--- src/rtl/mips_alu_pkg.sv ---
// Shared MIPS ALU package: ALU function codes, mul/div op codes,
// mul/div FSM states and the clock/reset control bundle.
package mips_alu_pkg;

  // ALU function select for the integer datapath
  typedef enum logic [3:0] {
    FUNC_ADD, FUNC_SUB, FUNC_AND, FUNC_OR, FUNC_XOR, FUNC_NOR,
    FUNC_SLT, FUNC_SLTU, FUNC_SLL, FUNC_SRL, FUNC_SRA, FUNC_LUI
  } func_e;

  localparam int OP_W = 4;

  // Mul/div unit operations
  typedef enum logic [OP_W-1:0] {
    OP_NONE  = 4'd0,
    OP_MULT  = 4'd1,
    OP_MULTU = 4'd2,
    OP_DIV   = 4'd3,
    OP_DIVU  = 4'd4,
    OP_MTHI  = 4'd5,
    OP_MTLO  = 4'd6,
    OP_MADD  = 4'd7,
    OP_MADDU = 4'd8,
    OP_MSUB  = 4'd9,
    OP_MSUBU = 4'd10
  } op_e;

  // Mul/div sequencer states
  typedef enum logic [1:0] {
    ST_IDLE = 2'd0,
    ST_MUL  = 2'd1,
    ST_DIV  = 2'd2,
    ST_FIX  = 2'd3
  } state_e;

  // Data_Control bundle: clock plus async active-high reset
  typedef struct packed {
    logic clock;
    logic reset;
  } data_control_t;

  // Signed flavours of the multiply/divide/accumulate ops
  function automatic logic op_is_signed(input op_e o);
    return (o == OP_MULT) || (o == OP_DIV) || (o == OP_MADD) || (o == OP_MSUB);
  endfunction

endpackage

--- src/rtl/mips_alu_divstep.sv ---
// One radix-2 restoring divide step: shifts the next dividend bit into the
// partial remainder and subtracts the divisor if it fits.
module mips_alu_divstep
  import mips_alu_pkg::*;
#(
  parameter int DATA_W = 32
) (
  input  logic [DATA_W-1:0] rem,
  input  logic              in_bit,
  input  logic [DATA_W-1:0] divisor,
  output logic [DATA_W-1:0] rem_next,
  output logic              q_bit
);
  logic [DATA_W:0] partial;
  logic [DATA_W:0] diff;

  // rem < divisor on entry, so partial < 2*divisor and the result fits DATA_W
  assign partial  = {rem, in_bit};
  assign diff     = partial - {1'b0, divisor};
  assign q_bit    = ~diff[DATA_W];
  assign rem_next = q_bit ? diff[DATA_W-1:0] : partial[DATA_W-1:0];
endmodule

--- src/rtl/mips_alu_muldiv.sv ---
// MIPS HI/LO multiply/divide unit. Multi-cycle multiply (fixed latency) and
// restoring divide with a final sign-fix cycle.
// Optional multiply-accumulate (MADD/MADDU/MSUB/MSUBU) under macro
// MIPS_ALU_MULDIV_MACC_EN; without it those ops are ignored like NONE.
module mips_alu_muldiv
  import mips_alu_pkg::*;
#(
  parameter int DATA_W     = 32,
  parameter int MUL_CYCLES = 2
) (
  input  data_control_t     ctrl,
  input  logic              start,
  input  logic [OP_W-1:0]   op,
  input  logic [DATA_W-1:0] data1,
  input  logic [DATA_W-1:0] data2,
  input  logic              kill,
  output logic [DATA_W-1:0] hi,
  output logic [DATA_W-1:0] lo,
  output logic              busy,
  output logic              done
);
  localparam int CNT_W = $clog2(DATA_W);

  logic clk, rst;
  assign clk = ctrl.clock;
  assign rst = ctrl.reset;

  state_e state, state_nxt;
  logic [CNT_W-1:0] cnt;
  op_e  op_in;
  logic op_mul, op_div, op_mt, op_sgn, accept, last_mul, last_div;

  logic [2*DATA_W-1:0] a_ext, b_ext, prod, prod_q, mul_res;
  logic [DATA_W-1:0]   quo, rem, dvs, dvd_raw, rem_nxt, q_fix, r_fix;
  logic                q_bit, neg_q, neg_r, dvs_zero;

  assign op_in    = op_e'(op);
  assign op_sgn   = op_is_signed(op_in);
  assign busy     = (state != ST_IDLE);
  assign accept   = start & ~busy & ~kill & (op_mul | op_div | op_mt);
  assign last_mul = (cnt == CNT_W'(MUL_CYCLES - 1));
  assign last_div = (cnt == CNT_W'(DATA_W - 1));

  // Classify the requested op; disabled accumulate ops fall out as NONE
  always_comb begin
    op_mul = 1'b0;
    op_div = 1'b0;
    op_mt  = 1'b0;
    case (op_in)
      OP_MULT, OP_MULTU: op_mul = 1'b1;
`ifdef MIPS_ALU_MULDIV_MACC_EN
      OP_MADD, OP_MADDU, OP_MSUB, OP_MSUBU: op_mul = 1'b1;
`endif
      OP_DIV, OP_DIVU:   op_div = 1'b1;
      OP_MTHI, OP_MTLO:  op_mt  = 1'b1;
      default: ;
    endcase
  end

  // Full-width product; truncation to 2*DATA_W gives the wrapped result
  assign a_ext = {{DATA_W{op_sgn & data1[DATA_W-1]}}, data1};
  assign b_ext = {{DATA_W{op_sgn & data2[DATA_W-1]}}, data2};
  assign prod  = a_ext * b_ext;

`ifdef MIPS_ALU_MULDIV_MACC_EN
  logic [1:0] macc_q;  // 0: plain, 1: accumulate add, 2: accumulate subtract

  // Remember accumulate flavour for the write-back at the end of MUL
  always_ff @(posedge clk or posedge rst) begin
    if (rst)
      macc_q <= 2'd0;
    else if (accept && op_mul)
      macc_q <= (op_in == OP_MADD || op_in == OP_MADDU) ? 2'd1 :
                (op_in == OP_MSUB || op_in == OP_MSUBU) ? 2'd2 : 2'd0;
  end

  // Accumulate against the current HI/LO pair
  always_comb begin
    mul_res = prod_q;
    case (macc_q)
      2'd1:    mul_res = {hi, lo} + prod_q;
      2'd2:    mul_res = {hi, lo} - prod_q;
      default: mul_res = prod_q;
    endcase
  end
`else
  assign mul_res = prod_q;
`endif

  mips_alu_divstep #(.DATA_W(DATA_W)) u_divstep (
    .rem      (rem),
    .in_bit   (quo[DATA_W-1]),
    .divisor  (dvs),
    .rem_next (rem_nxt),
    .q_bit    (q_bit)
  );

  // Quotient truncates toward zero; remainder takes the dividend's sign
  assign q_fix = dvs_zero ? '1      : (neg_q ? -quo : quo);
  assign r_fix = dvs_zero ? dvd_raw : (neg_r ? -rem : rem);

  // Sequencer state register
  always_ff @(posedge clk or posedge rst) begin
    if (rst) state <= ST_IDLE;
    else     state <= state_nxt;
  end

  // Sequencer next state; kill always drops back to IDLE
  always_comb begin
    state_nxt = state;
    case (state)
      ST_IDLE: if (accept && op_mul)      state_nxt = ST_MUL;
               else if (accept && op_div) state_nxt = ST_DIV;
      ST_MUL:  if (kill || last_mul)      state_nxt = ST_IDLE;
      ST_DIV:  if (kill)                  state_nxt = ST_IDLE;
               else if (last_div)         state_nxt = ST_FIX;
      ST_FIX:                             state_nxt = ST_IDLE;
      default:                            state_nxt = ST_IDLE;
    endcase
  end

  // Cycle/iteration counter for MUL latency and divide steps
  always_ff @(posedge clk or posedge rst) begin
    if (rst)                                    cnt <= '0;
    else if (kill || accept)                    cnt <= '0;
    else if (state == ST_MUL || state == ST_DIV) cnt <= cnt + CNT_W'(1);
    else                                        cnt <= '0;
  end

  // Operand capture at accept, one restoring step per DIV cycle
  always_ff @(posedge clk or posedge rst) begin
    if (rst) begin
      prod_q   <= '0;
      quo      <= '0;
      rem      <= '0;
      dvs      <= '0;
      dvd_raw  <= '0;
      neg_q    <= 1'b0;
      neg_r    <= 1'b0;
      dvs_zero <= 1'b0;
    end else if (accept) begin
      prod_q   <= prod;
      quo      <= (op_sgn && data1[DATA_W-1]) ? -data1 : data1;
      dvs      <= (op_sgn && data2[DATA_W-1]) ? -data2 : data2;
      rem      <= '0;
      dvd_raw  <= data1;
      neg_q    <= op_sgn & (data1[DATA_W-1] ^ data2[DATA_W-1]);
      neg_r    <= op_sgn & data1[DATA_W-1];
      dvs_zero <= (data2 == '0);
    end else if (state == ST_DIV) begin
      rem <= rem_nxt;
      quo <= {quo[DATA_W-2:0], q_bit};
    end
  end

  // Architectural HI/LO and the done pulse
  always_ff @(posedge clk or posedge rst) begin
    if (rst) begin
      hi   <= '0;
      lo   <= '0;
      done <= 1'b0;
    end else begin
      done <= 1'b0;
      if (accept && op_in == OP_MTHI) hi <= data1;
      if (accept && op_in == OP_MTLO) lo <= data1;
      if (!kill && state == ST_MUL && last_mul) begin
        {hi, lo} <= mul_res;
        done     <= 1'b1;
      end
      if (!kill && state == ST_FIX) begin
        hi   <= r_fix;
        lo   <= q_fix;
        done <= 1'b1;
      end
    end
  end
endmodule

--- config.mk ---
export PLATFORM = sky130hd
export DESIGN_NAME = mips_alu_muldiv
export DESIGN_NICKNAME = d
export VERILOG_FILES = /design/src/rtl/mips_alu_pkg.sv /design/src/rtl/mips_alu_divstep.sv /design/src/rtl/mips_alu_muldiv.sv
export SDC_FILE = /design/constraint.sdc
export NUM_CORES = 2
export LEC_CHECK = 0
export CORE_ASPECT_RATIO = 1.5
export CORE_MARGIN = 1.5
export CORE_UTILIZATION = 30
export CTS_CLUSTER_SIZE = 24
export DETAILED_ROUTE_END_ITERATION = 16
export SLEW_MARGIN = 20
export SYNTH_ARGS = -nofsm -noshare
export SYNTH_HDL_FRONTEND = slang
export SYNTH_SLANG_ARGS = --single-unit
--- constraint.sdc ---
create_clock -name ctrl -period 11.7 [get_ports ctrl]
set_input_delay 2.34 -clock ctrl [delete_from_list [all_inputs] [get_ports ctrl]]
set_output_delay 2.34 -clock ctrl [all_outputs]
set_load 0.05 [all_outputs]
==> run metrics <==
DP Area=between 50,000 and 60,000 um2; largest family of logic cells by synthesized area=adder cells; core area=179,000 um2; XOR/XNOR share of the synthesized area=3.57%; num rows=190; Post-DP HPWL=around 140,000 um; Critical Path RT=approximately 12 ns; minimum clock period=10.71 ns; Hold Path Class=reg -> reg; EDFF count, synth=0; TritonCTS clock tree=yes; die height=between 500 and 600 um; Arr. time, crit path=11.21 ns; post-synth top area cell=fa_1; drt wl/cell=approximately 21 um; post-synthesis mux area share=1.08%; cell repeated most along the worst path=fa_1; Syn. warnings=0; CP top delay family=adder cells; post-synth top area share=41.7%; final worst-path cycle share=91.6%; mapped cell area=54,000 um2; ys async rst share=100%; simple-gate share of the synthesized area=15.6%; Yosys cell types=74; Final setup viols=0; critical path's largest stage delay=approximately 0.57 ns; Clk Latency, worst-skew pair=0.57 ns; Ports=approximately 140; slowest stage cell, crit path=buf_4; max-slew violations=0; Layout Nets=7,823; setup total negative slack=0 ns; routed vias/inst=slightly above 5; iteration count of the initial detailed-routing pass=6; FF+latch count, synth=between 200 and 300; Most Crowded Layer GR=met2; Crit. End Element=flip-flop; Final Skew=0.0130 ns; die area=183,000 um2; Post-CTS Setup Inserts=0; crit path kind=in -> reg; Compound-Gate Fraction of Synth Area=under 10%; Final GP Congestion=0.965; grt met1 use=a little over a fifth; leading post-synthesis cells by cell area=fa_1 42%, dfrtp_1 12%, nand2_1 8.5%, inv_1 8.3%, ha_1 6.0%; maxcap violations=0; Hold-fix buffers, CTS=0; post-CTS sizing=0; Post-synth top cells=1,223 x nand2_1, 1,195 x inv_1, 1,126 x fa_1; met2 Use GR=36.4%; GR Overflow Total=0; fillcell total=approximately 18,000; Via Count=44,400; largest net degree at the start of global routing=~100; Post-Synth Adder-Cell Area=roughly 48%; top-count cell post-synth=nand2_1; run status=completed; final hold violation count=0; layout cells sized above 1=9.40%; WHS=0.477 ns; aggregate global-route resource usage=20.6%; vias in the first global route=49,800; Die X-Extent=349 um; clock-pin slew on the worst setup and hold paths=0.07 ns; final instance area=roughly 62,000 um2; Initial Util=30.2%; CP max FO=42; gate count of the mapped netlist=approximately 6,100; antenna-violating nets left=0; Mean Syn Cell Area=between 8 and 9 um2; drc violations=0; Synth-to-Final Area Change=15.4%; RSZ-0062 raised after global routing=false; startpoint class of the critical path=input port; met3 GRT Util=3.81%; Worst Tran Pin Value=around 1.3 ns; final WL=186,000 um; Slew HR=15.4%; first-pass GRT wire length=285,000 um; initial antenna violation count=13; DR iter-0 viols=3,146; worst path bufs/invs=7; sequential fraction of the synthesis area=approximately an eighth; PortBufs=136; Main synth FF type=dfrtp_1; fmax=93.4 MHz; Post-Syn Nets=7,598
-- cells by family after synthesis --
group,Yosys count
multiplexers,58
adder cells (fa/ha/maj),1383
XOR/XNOR,220
AND/OR/NAND/NOR,1871
AO/OA/AOI/OAI,758
flip-flops,267
buffers and inverters,1586
-- layout make-up --
class | instances | area, um2 | area share (%)
inverters | 1194 | 4480 | 7.19
clock inverters | 307 | 2400 | 3.85
repair buffers | 275 | 2390 | 3.83
diodes | 7 | 17.5 | 0.0281
well taps | 2400 | 3000 | 4.82
clock buffers | 85 | 1950 | 3.13
multi-input cells | 4290 | 41400 | 66.4
flip-flops and latches | 267 | 6680 | 10.7
-- metal layers --
metal / up-vias / part of all wire (%)
li1: 19100 / -
met1: 22700 / 34
met2: 2009 / 51
met3: 659 / 6.9
met4: 16 / 7.4
met5: - / 0.059
-- worst paths after layout --
path	startpoint	to	slack [ns]	cells after the start
min in group asynchronous	ctrl[0]	dvs[27]	5.60	4
hold / removal	dvd_raw[6]	dvd_raw[6]	0.48	2
hold reg to reg	dvd_raw[6]	dvd_raw[6]	0.48	2
setup / recovery	op[2]	mul_res[62]	0.99	30
max in group asynchronous	ctrl[0]	quo[26]	5.98	4
setup reg to reg	quo[31]	rem[8]	6.82	15
-- through the flow --
stage	util, %	std cells	setup WS (ns)
6_report	34.9	8825	0.989
5_1_grt	34.9	8818	0.713
4_1_cts	34.9	8818	1.08
3_5_place_dp	32.4	8427	0.514
3_3_place_gp	32.4	8427	0.585
2_1_floorplan	-	6143	1.16
-- state kept, by name (all words and copies together), names as in the netlist, 2 cells and up --
register / cells
mul_res: 64
rem: 32
hi: 32
quo: 32
dvd_raw: 32
dvs: 32
lo: 32
cnt: 5
state: 2
-- layout by cell type, fill, tap and decap left out, drive strengths merged, types with 13 or more instances in the layout --
cell           count
clkinvlp         297
or3               14
a21oi            186
ha               257
o41ai             13
nand3             46
o31ai             43
inv             1197
nor3              27
and2             317
a31oi             20
nand2           1223
xnor2            106
clkdlybuf4s50    100
and3              17
fa              1126
xor2             114
mux2i             58
nor2             103
nand2b            19
a32o              26
buf              175
o21ai            307
a211oi            20
nor2b             15
dfrtp            267
or4               20
clkbuf            85
nor4              16
a21o              56
nand4             23
-- worst register-to-register path, delay by kind of cell, from the launching register on --
kind            cells  cell delay (ns)
compound gates      5             1.42
flops               1             0.44
buf+inv             3             0.75
simple gates        5             1.49
fa+ha+maj           2             0.67
Power is not shown: default switching activity piles up to over one toggle a cycle in this logic, so the estimate is an artifact.
